$ cat src/rtl/ser_host_pkg.sv
// Shared definitions for the serial-line bus initiator: FSM states, status bits,
// register addresses and bitrate codes.
package ser_host_pkg;

    typedef enum logic [2:0] {
        S_CFG  = 3'd0,
        S_GAP  = 3'd1,
        S_POLL = 3'd2,
        S_DEC  = 3'd3,
        S_WR   = 3'd4,
        S_RD   = 3'd5
    } state_t;

    localparam int RCV_RDY = 0;
    localparam int XMT_RDY = 1;

    localparam logic ADDR_DATA = 1'b0;
    localparam logic ADDR_CTRL = 1'b1;

    typedef logic [2:0] baud_t;
    localparam baud_t BAUD_MIN       = 3'd0;
    localparam baud_t BAUD_9600_50M  = 3'd2;
    localparam baud_t BAUD_MAX       = 3'd7;

    function automatic logic [31:0] ctrl_word(input baud_t code);
        return {29'b0, code};
    endfunction

    function automatic logic [31:0] data_word(input logic [7:0] b);
        return {24'b0, b};
    endfunction

endpackage

$ cat src/rtl/ser_host_if.sv
// Register-port bundle between the host initiator (master) and the serial
// line interface (slave); the slave acks combinationally with stb.
interface ser_host_if;
    logic        bus_stb;
    logic        bus_we;
    logic        bus_addr;
    logic [31:0] bus_dout;
    logic [31:0] bus_din;
    logic        bus_ack;

    modport master (
        output bus_stb, bus_we, bus_addr, bus_dout,
        input  bus_din, bus_ack
    );

    modport slave (
        input  bus_stb, bus_we, bus_addr, bus_dout,
        output bus_din, bus_ack
    );
endinterface

$ cat src/rtl/ser_host_fifo.sv
// Small synchronous FIFO with an extra pointer bit for full/empty; the head
// word is read combinationally and forced to zero while empty.
module ser_host_fifo #(
    parameter int WIDTH = 8,
    parameter int DEPTH = 4,
    parameter int AW    = 2
) (
    input  logic             clk,
    input  logic             rst,
    input  logic             i_push,
    input  logic [WIDTH-1:0] i_din,
    input  logic             i_pop,
    output logic [WIDTH-1:0] o_dout,
    output logic             o_full,
    output logic             o_empty
);

    logic [WIDTH-1:0] r_mem [0:DEPTH-1];
    logic [AW:0]      r_wr_ptr;
    logic [AW:0]      r_rd_ptr;
    logic             w_do_push;
    logic             w_do_pop;

    assign o_empty   = (r_wr_ptr == r_rd_ptr);
    assign o_full    = (r_wr_ptr[AW] != r_rd_ptr[AW]) &&
                       (r_wr_ptr[AW-1:0] == r_rd_ptr[AW-1:0]);
    assign w_do_push = i_push && !o_full;
    assign w_do_pop  = i_pop && !o_empty;
    assign o_dout    = o_empty ? '0 : r_mem[r_rd_ptr[AW-1:0]];

    always_ff @(posedge clk) begin
        if (w_do_push) begin
            r_mem[r_wr_ptr[AW-1:0]] <= i_din;
        end
    end

    always_ff @(posedge clk or posedge rst) begin
        if (rst) begin
            r_wr_ptr <= '0;
            r_rd_ptr <= '0;
        end else begin
            if (w_do_push) begin
                r_wr_ptr <= r_wr_ptr + 1'b1;
            end
            if (w_do_pop) begin
                r_rd_ptr <= r_rd_ptr + 1'b1;
            end
        end
    end

endmodule

$ cat src/rtl/ser_host.sv
// Hardware-only initiator for the serial line interface: programs the bitrate,
// then polls status and shuttles bytes between client streams and the data register.
module ser_host
    import ser_host_pkg::*;
#(
    parameter logic [2:0] BAUD_SEL = 3'h2,
    parameter int         RX_DEPTH = 4,
    parameter int         RX_AW    = 2
) (
    input  logic        clk,
    input  logic        rst,
    ser_host_if.master  bus,
    input  logic        tx_valid,
    input  logic [7:0]  tx_data,
    output logic        tx_ready,
    output logic        rx_valid,
    output logic [7:0]  rx_data,
    input  logic        rx_ready
);

    state_t      r_state;
    logic        r_stb;
    logic        r_we;
    logic        r_addr;
    logic [31:0] r_dout;
    logic        r_rcv_rdy;
    logic        r_xmt_rdy;
    logic        r_last_rx;
    logic        r_tx_full;
    logic [7:0]  r_tx_hold;

    logic        w_fifo_full;
    logic        w_fifo_empty;
    logic        w_can_tx;
    logic        w_can_rx;
    logic        w_serve_tx;
    logic        w_ack_wr;
    logic        w_ack_rd;

    assign bus.bus_stb  = r_stb;
    assign bus.bus_we   = r_we;
    assign bus.bus_addr = r_addr;
    assign bus.bus_dout = r_dout;

    assign w_can_tx   = r_tx_full && r_xmt_rdy;
    assign w_can_rx   = r_rcv_rdy && !w_fifo_full;
    // With both sides ready, alternate so neither direction starves.
    assign w_serve_tx = w_can_tx && (!w_can_rx || r_last_rx);
    assign w_ack_wr   = (r_state == S_WR) && r_stb && bus.bus_ack;
    assign w_ack_rd   = (r_state == S_RD) && r_stb && bus.bus_ack;

    assign tx_ready = !r_tx_full;
    assign rx_valid = !w_fifo_empty;

    always_ff @(posedge clk or posedge rst) begin
        if (rst) begin
            r_state   <= S_CFG;
            r_stb     <= 1'b0;
            r_we      <= 1'b0;
            r_addr    <= 1'b0;
            r_dout    <= '0;
            r_rcv_rdy <= 1'b0;
            r_xmt_rdy <= 1'b0;
            r_last_rx <= 1'b0;
        end else begin
            case (r_state)
                S_CFG: begin
                    if (!r_stb) begin
                        r_stb  <= 1'b1;
                        r_we   <= 1'b1;
                        r_addr <= ADDR_CTRL;
                        r_dout <= ctrl_word(BAUD_SEL);
                    end else if (bus.bus_ack) begin
                        r_stb   <= 1'b0;
                        r_we    <= 1'b0;
                        r_addr  <= 1'b0;
                        r_dout  <= '0;
                        r_state <= S_GAP;
                    end
                end
                S_GAP: begin
                    r_stb   <= 1'b1;
                    r_we    <= 1'b0;
                    r_addr  <= ADDR_CTRL;
                    r_state <= S_POLL;
                end
                S_POLL: begin
                    if (r_stb && bus.bus_ack) begin
                        r_stb     <= 1'b0;
                        r_addr    <= 1'b0;
                        r_rcv_rdy <= bus.bus_din[RCV_RDY];
                        r_xmt_rdy <= bus.bus_din[XMT_RDY];
                        r_state   <= S_DEC;
                    end
                end
                S_DEC: begin
                    r_stb <= 1'b1;
                    if (w_serve_tx) begin
                        r_we    <= 1'b1;
                        r_addr  <= ADDR_DATA;
                        r_dout  <= data_word(r_tx_hold);
                        r_state <= S_WR;
                    end else if (w_can_rx) begin
                        r_we    <= 1'b0;
                        r_addr  <= ADDR_DATA;
                        r_state <= S_RD;
                    end else begin
                        r_we    <= 1'b0;
                        r_addr  <= ADDR_CTRL;
                        r_state <= S_POLL;
                    end
                end
                S_WR: begin
                    if (w_ack_wr) begin
                        r_stb     <= 1'b0;
                        r_we      <= 1'b0;
                        r_dout    <= '0;
                        r_last_rx <= 1'b0;
                        r_state   <= S_GAP;
                    end
                end
                S_RD: begin
                    if (w_ack_rd) begin
                        r_stb     <= 1'b0;
                        r_last_rx <= 1'b1;
                        r_state   <= S_GAP;
                    end
                end
                default: begin
                    r_stb   <= 1'b0;
                    r_we    <= 1'b0;
                    r_addr  <= 1'b0;
                    r_dout  <= '0;
                    r_state <= S_CFG;
                end
            endcase
        end
    end

    // Holding register: accept and retire are mutually exclusive since accept needs it empty.
    always_ff @(posedge clk or posedge rst) begin
        if (rst) begin
            r_tx_full <= 1'b0;
            r_tx_hold <= '0;
        end else if (tx_valid && !r_tx_full) begin
            r_tx_full <= 1'b1;
            r_tx_hold <= tx_data;
        end else if (w_ack_wr) begin
            r_tx_full <= 1'b0;
        end
    end

    ser_host_fifo #(
        .WIDTH (8),
        .DEPTH (RX_DEPTH),
        .AW    (RX_AW)
    ) u_rx_fifo (
        .clk     (clk),
        .rst     (rst),
        .i_push  (w_ack_rd),
        .i_din   (bus.bus_din[7:0]),
        .i_pop   (rx_ready),
        .o_dout  (rx_data),
        .o_full  (w_fifo_full),
        .o_empty (w_fifo_empty)
    );

endmodule

$ cat src/flat_wrapper.sv
// flat-port wrapper written by rule: the top's interface ports become plain ports
module ser_host_flat import ser_host_pkg::*;
#(
    parameter logic [2:0] BAUD_SEL = 3'h2,
    parameter int         RX_DEPTH = 4,
    parameter int         RX_AW    = 2
)
  (clk, rst, tx_valid, tx_data, tx_ready, rx_valid, rx_data, rx_ready, bus_bus_stb, bus_bus_we, bus_bus_addr, bus_bus_dout, bus_bus_din, bus_bus_ack);
  ser_host_if bus_i ();
  input  logic clk;
  input  logic rst;
  input  logic tx_valid;
  input  logic [7:0] tx_data;
  output logic tx_ready;
  output logic rx_valid;
  output logic [7:0] rx_data;
  input  logic rx_ready;
  output wire logic [$bits(bus_i.bus_stb)-1:0] bus_bus_stb;
  output wire logic [$bits(bus_i.bus_we)-1:0] bus_bus_we;
  output wire logic [$bits(bus_i.bus_addr)-1:0] bus_bus_addr;
  output wire logic [$bits(bus_i.bus_dout)-1:0] bus_bus_dout;
  input wire logic [$bits(bus_i.bus_din)-1:0] bus_bus_din;
  input wire logic [$bits(bus_i.bus_ack)-1:0] bus_bus_ack;
  assign bus_bus_stb = bus_i.bus_stb;
  assign bus_bus_we = bus_i.bus_we;
  assign bus_bus_addr = bus_i.bus_addr;
  assign bus_bus_dout = bus_i.bus_dout;
  assign bus_i.bus_din = bus_bus_din;
  assign bus_i.bus_ack = bus_bus_ack;
  ser_host #(.BAUD_SEL(BAUD_SEL), .RX_DEPTH(RX_DEPTH), .RX_AW(RX_AW)) u_core (.clk(clk), .rst(rst), .bus(bus_i), .tx_valid(tx_valid), .tx_data(tx_data), .tx_ready(tx_ready), .rx_valid(rx_valid), .rx_data(rx_data), .rx_ready(rx_ready));
endmodule
$ cat config.mk
export PLATFORM = sky130hd
export DESIGN_NAME = ser_host_flat
export DESIGN_NICKNAME = d
export VERILOG_FILES = /design/src/rtl/ser_host_pkg.sv /design/src/rtl/ser_host_if.sv /design/src/rtl/ser_host_fifo.sv /design/src/rtl/ser_host.sv /design/src/flat_wrapper.sv
export SDC_FILE = /design/constraint.sdc
export NUM_CORES = 1
export LEC_CHECK = 0
export CELL_PAD_IN_SITES_DETAIL_PLACEMENT = 1
export CELL_PAD_IN_SITES_GLOBAL_PLACEMENT = 1
export CORE_MARGIN = 2
export CORE_UTILIZATION = 38
export DETAILED_ROUTE_END_ITERATION = 8
export HOLD_SLACK_MARGIN = 0.1
export PLACE_DENSITY = 0.83
export SLEW_MARGIN = 5
export SYNTH_ARGS = -nofsm -noshare
export SYNTH_HDL_FRONTEND = slang
export SYNTH_SLANG_ARGS = --single-unit
$ cat constraint.sdc
create_clock -name clk -period 2.6 [get_ports clk]
set_input_delay 0.78 -clock clk [delete_from_list [all_inputs] [get_ports clk]]
set_output_delay 0.78 -clock clk [all_outputs]
set_load 0.05 [all_outputs]
After elaboration in Yosys (flattened, before gate mapping)
Memories as Yosys holds them, arrays and structs flattened. Index checks and enable logic that the tools add are counted.

Multiplexer cells: 32. Eq/ne operators: 15. Shift operators: 0. Div/mod/pow operators: 0. Reduce and logical (&&, ||, !) cells: 31. $add $sub $neg: 2. Order comparisons: 0. Multipliers: 0. Bitwise gates (word level): 3.

Operators by type and width (number): 2-to-1 mux 32 bit (4); case mux 32 bit (4 select lines) (1); 2-to-1 mux 3 bit (7); case mux 3 bit (6 select lines) (1); 2-to-1 mux 1 bit (14); logical AND 1 bit (12); AND reduction 3 bit (4); case mux 1 bit (5 select lines) (2); 2-to-1 mux 8 bit (1); != test 2 x 1 -> 1 bit (second input constant) (4); adder 3 x 1 -> 3 bit (second input constant) (2); equality test 3 x 2 -> 1 bit (second input constant) (2); equality test 3 bit (second input constant) (2); OR reduction 2 bit (3); AND reduction 5 bit (1); zero test 1 bit (4); != test 2 bit (second input constant) (2); case mux 1 bit (4 select lines) (1); AND reduction 4 bit (1); nonzero test 2 bit (2); equality test 3 x 1 -> 1 bit (second input constant) (1); equality test 3 bit (1); zero test 3 bit (1); != test 3 bit (second input constant) (1); 7 further kinds (9).

Input bits: 45. Memories: 1. Bits in latches: 0. Bits in read-only memories: 0. Word-level logic and storage cells: 96. Memory bits (writable): 32. Flip-flop bits (word level): 56.

Memory list: u_core.u_rx_fifo.r_mem (words 4, bits a word 8, rd ports 1, clocked after memory_dff 0, wr ports 1, line ser_host_fifo.sv:18) `logic [WIDTH-1:0] r_mem [0:DEPTH-1];`.

Depth between registers and ports, before layout
Depth after elaboration: 9. Depth in mapped cells: 6. Gate-level depth less buffers: 4.

Modules after synthesis
Synthesis repeated with hierarchy kept, for this count alone.

Cells, all modules: 234. Area, all modules: 3098.0 µm².

Modules (own cells, without submodules): ser_host_fifo (cells an instance 96, sequential area each 1111.1 µm², area each 1677.9 µm², instances 1); ser_host (cells an instance 138, sequential area each 650.6 µm², area each 1420.1 µm², instances 1).

Least setup slack after synthesis
No wires, ideal clock.

Path type: register to output. Start point: reg u_core.u_rx_fifo.r_rd_ptr[0]. End point: out rx_data[0]. Path buffers: 2. Cell stages (with the launch flop): 6. Data required time: 1820 ps. Arrival time: 1918 ps. Setup slack: -98 ps. Cells stage by stage: dfrtp_1 -> buf_6 -> xnor2_2 -> nand3b_1 -> clkbuf_1 -> and2_1.

Longest elaborated chain between the ends: 2.

Ends and longest elaborated chain: start: declaration (line ser_host_fifo.sv:20) `logic [AW:0] r_rd_ptr;`; start signal: assignment (line ser_host_fifo.sv:46) `r_rd_ptr <= r_rd_ptr + 1'b1;`; memory (4 x 8 bit) or equality test 3 bit (tied branches); 2-to-1 mux 8 bit * (line ser_host_fifo.sv:29) `assign o_dout = o_empty ? '0 : r_mem[r_rd_ptr[AW-1:0]];`; end: declaration (line flat_wrapper.sv:16) `output logic [7:0] rx_data;`.

Mark *: on every way between the ends. The rest lies on a longest branch, timed or not.

Final worst setup path
Start point: reg u_core.u_rx_fifo.r_wr_ptr[1]. End point: out rx_data[2].

Longest elaborated chain between the ends: 2.

Ends and longest elaborated chain: start: declaration (line ser_host_fifo.sv:19) `logic [AW:0] r_wr_ptr;`; start signal: assignment (line ser_host_fifo.sv:43) `r_wr_ptr <= r_wr_ptr + 1'b1;`; equality test 3 bit (line ser_host_fifo.sv:24) `assign o_empty = (r_wr_ptr == r_rd_ptr);`; 2-to-1 mux 8 bit (line ser_host_fifo.sv:29).

Every way passes these cells.

==> results.py <==
metrics = {
    "synthesis": {
        "synth_warnings": 0,
        "synth.avg_cell_area_um2": 14.4,
        "seq_area_frac_synth_pct": 58.6,
        "yosys.cell_types.count": 45,
        "post-synth-top-area-fraction_pct": 32.0,
        "ys.flop_type": "edfxtp_1",
        "yosys-top-cells-area": "edfxtp_1 (32%), dfrtp_1 (27%), buf_4 (6.2%)",
        "synth_seq_cells": 64,
        "synth_cells": 209,
        "synthArstFlopShare_pct": 50.0,
        "synth_top_area_cell": "edfxtp_1",
        "synth_area_mm2": 0.00301,
        "synth_edf_count": 32,
        "ys_top_cells_by_count": "dfrtp_1 (32), edfxtp_1 (32), buf_4 (25)",
    },
    "pwr": {
        "power_density_mw_per_mm2": 876,
        "power_mw": 3.35,
        "ir_drop_uv": 346,
        "leakagePower_nw": 1.55,
    },
    "clocking": {
        "clockRootBuffer": "clkbuf_8",
        "clock-sinks": 64,
        "cts_buffers": 9,
        "clk_pin_slew_worst_paths_ns": 0.06,
        "cts_buffer_depth": 2,
        "cts_max_level": 3,
        "clkLatencyLatePin_ns": 0.34,
        "cts_tree": "built",
    },
    "cells_and_area": {
        "drive_gt1_share_pct": 25.3,
        "stdcell_count": 379,
        "fillerInstances": 813,
        "diodes": 0,
        "final_util_pct": 49.7,
        "final_cell_area_mm2": 0.00382,
        "nets": 322,
        "syn2layout_area_growth_pct": 27.1,
    },
    "global_route": {
        "grt_pass1_vias": 1907,
        "grt_pass1_wl_mm": 10.1,
        "grt_max_degree": 33,
        "track_usage_pct": 15.5,
        "antenna_found_initial": 0,
        "grt_busiest_layer": "met2",
        "use_met2_pct": 25.8,
        "use_met3_pct": 1.63,
        "overflow": 0,
        "grtUsageMet1_pct": 19.7,
    },
    "worst_setup_path": {
        "crit_arrival_ns": 1.74,
        "crit_fanout": 11,
        "path_class": "reg2out",
        "critPathRequiredTime_ns": 1.82,
        "endpoint_kind": "primary output",
        "critPathLaunchType": "flop",
        "r2r_slack_ns": 0.61,
    },
    "routing": {
        "via_per_inst": 4.76,
        "wl_per_cell_um": 16.3,
        "drc": 0,
        "ant_nets": 0,
        "firstDrtPassIters": 4,
        "drt_iter0_markers": 110,
        "wl_mm": 6.18,
        "vias": 1804,
    },
    "floorplan": {
        "io_pins": 90,
        "die_h_um": 92.9,
        "die_w_um": 92.9,
        "rows": 32,
        "start_util_pct": 39.1,
        "coreArea_mm2": 0.00769,
        "dieArea_mm2": 0.00864,
    },
    "sta": {
        "hold_violations": 0,
        "setup_ws_ns": 0.0754,
        "final_max_slew_viol_count": 0,
        "slew_headroom_pct": 65.2,
        "whs_ns": 0.506,
        "setup_viol": 0,
        "rsz0062_at_grt": "no",
        "post-route-period-util_pct": 97.1,
        "fin_tns_setup_ns": 0,
        "tightest_slew_ns": 0.521,
        "finClkSkew_ns": 0.00913,
        "max_clock_freq_mhz": 396,
        "fin_crit_ns": 2.52,
    },
    "place": {
        "dp_cells": 361,
        "post-place-ws_ns": -0.0751,
        "dp.final_hpwl_mm": 4.55,
        "port_buffers": 41,
        "dpl_cell_area_mm2": 0.00363,
        "gp_congestion": 0.758,
    },
    "run": {
        "maxCapViolations": 0,
    },
    "outcome": {
        "status": "complete, no violations",
    },
    "hold_path": {
        "min_path_type": "reg2reg",
    },
}
[flip-flops by register name (all words and copies together), names as in the netlist]
register,count
u_core.bus.bus_addr,1
u_core.u_rx_fifo.r_wr_ptr,3
u_core.bus.bus_dout,8
u_core.r_xmt_rdy,1
u_core.r_state,3
u_core.r_tx_full,1
u_core.u_rx_fifo.r_rd_ptr,3
u_core.r_rcv_rdy,1
u_core.u_rx_fifo.r_mem,32
u_core.r_tx_hold,8
u_core.bus.bus_we,1
u_core.bus.bus_stb,1
u_core.r_last_rx,1
[layout make-up]
| cell class | count | area [um2] | area share (%) |
|---|---|---|---|
| clock buffer | 12 | 135 | 3.54 |
| inverter | 6 | 22.5 | 0.590 |
| clock inverter | 4 | 22.5 | 0.590 |
| multi-input combinational | 129 | 1080 | 28.2 |
| timing repair buffer | 62 | 673 | 17.6 |
| tap | 102 | 128 | 3.34 |
| sequential | 64 | 1760 | 46.1 |
[cells in the final DEF, fill, tap and decap left out, types with 5 or more instances in the layout]
cell type        netlist  final
inv_1                  6      6
buf_12                 0     10
clkdlybuf4s50_1        0     31
mux4_2                 8      8
clkbuf_8               0      9
buf_4                 25     20
o21ai_0                5      5
dfrtp_1               32     32
conb_1                 1     24
and2_1                12     11
mux2_2                 9      9
edfxtp_1              32     32
ha_1                   5      5
a21oi_1                5      5
nor2_1                 5      5
nand2_1                6      6
a22o_1                 8      8
[path summary, 6_finish.rpt]
path,start,end,depth (start not counted)
worst min-delay path,u_core.bus.bus_dout[7],u_core.bus.bus_dout[7],1
max in group asynchronous,rst,u_core.bus.bus_dout[7],3
worst min register to register,u_core.bus.bus_dout[7],u_core.bus.bus_dout[7],1
worst max-delay path,u_core.u_rx_fifo.r_wr_ptr[1],rx_data[2],5
worst max register to register,u_core.r_state[1],u_core.u_rx_fifo.r_mem[3][0],4
min in group asynchronous,rst,u_core.u_rx_fifo.r_wr_ptr[0],3
[worst max-delay path, stage by stage, from the launching register on]
cell and delay (ns):
dfrtp_1 0.45, xnor2_2 0.29, nand3b_1 0.12, buf_4 0.20, and2_1 0.19, buf_12 0.16
[power breakdown]
group	internal [mW]	leakage [nW]	total [mW]	switching, mW
combinational	0.695	0.790	1.45	0.754
clock	0.341	0.0801	0.703	0.361
sequential	1.14	0.679	1.19	0.0535
total	2.18	1.55	3.35	1.17
[what timing repair did]
item | CTS | global route
pin swaps | 0 | 2
gates resized for setup | 1 | 4
buffers inserted | 0 | 2
setup endpoints to repair | 5 | 9
hold buffers | 0 | 0
[layer usage]
metal / share of wire (%) / wire length (um)
met5: 0 / 0
met4: 2.3 / 145
met1: 43 / 2680
met3: 3.0 / 183
met2: 51 / 3170
[cell families after synthesis]
logic type	count (synthesis)	share of synthesized area [%]
xor+xnor	7	2.79
simple gates	39	7.99
other cells	1	0.125
mux	20	10.6
compound gates	34	9.24
buf+inv	39	8.53
fa+ha+maj	5	2.08
flops	64	58.6
No activity file was read; power rests on OpenSTA's default activity.
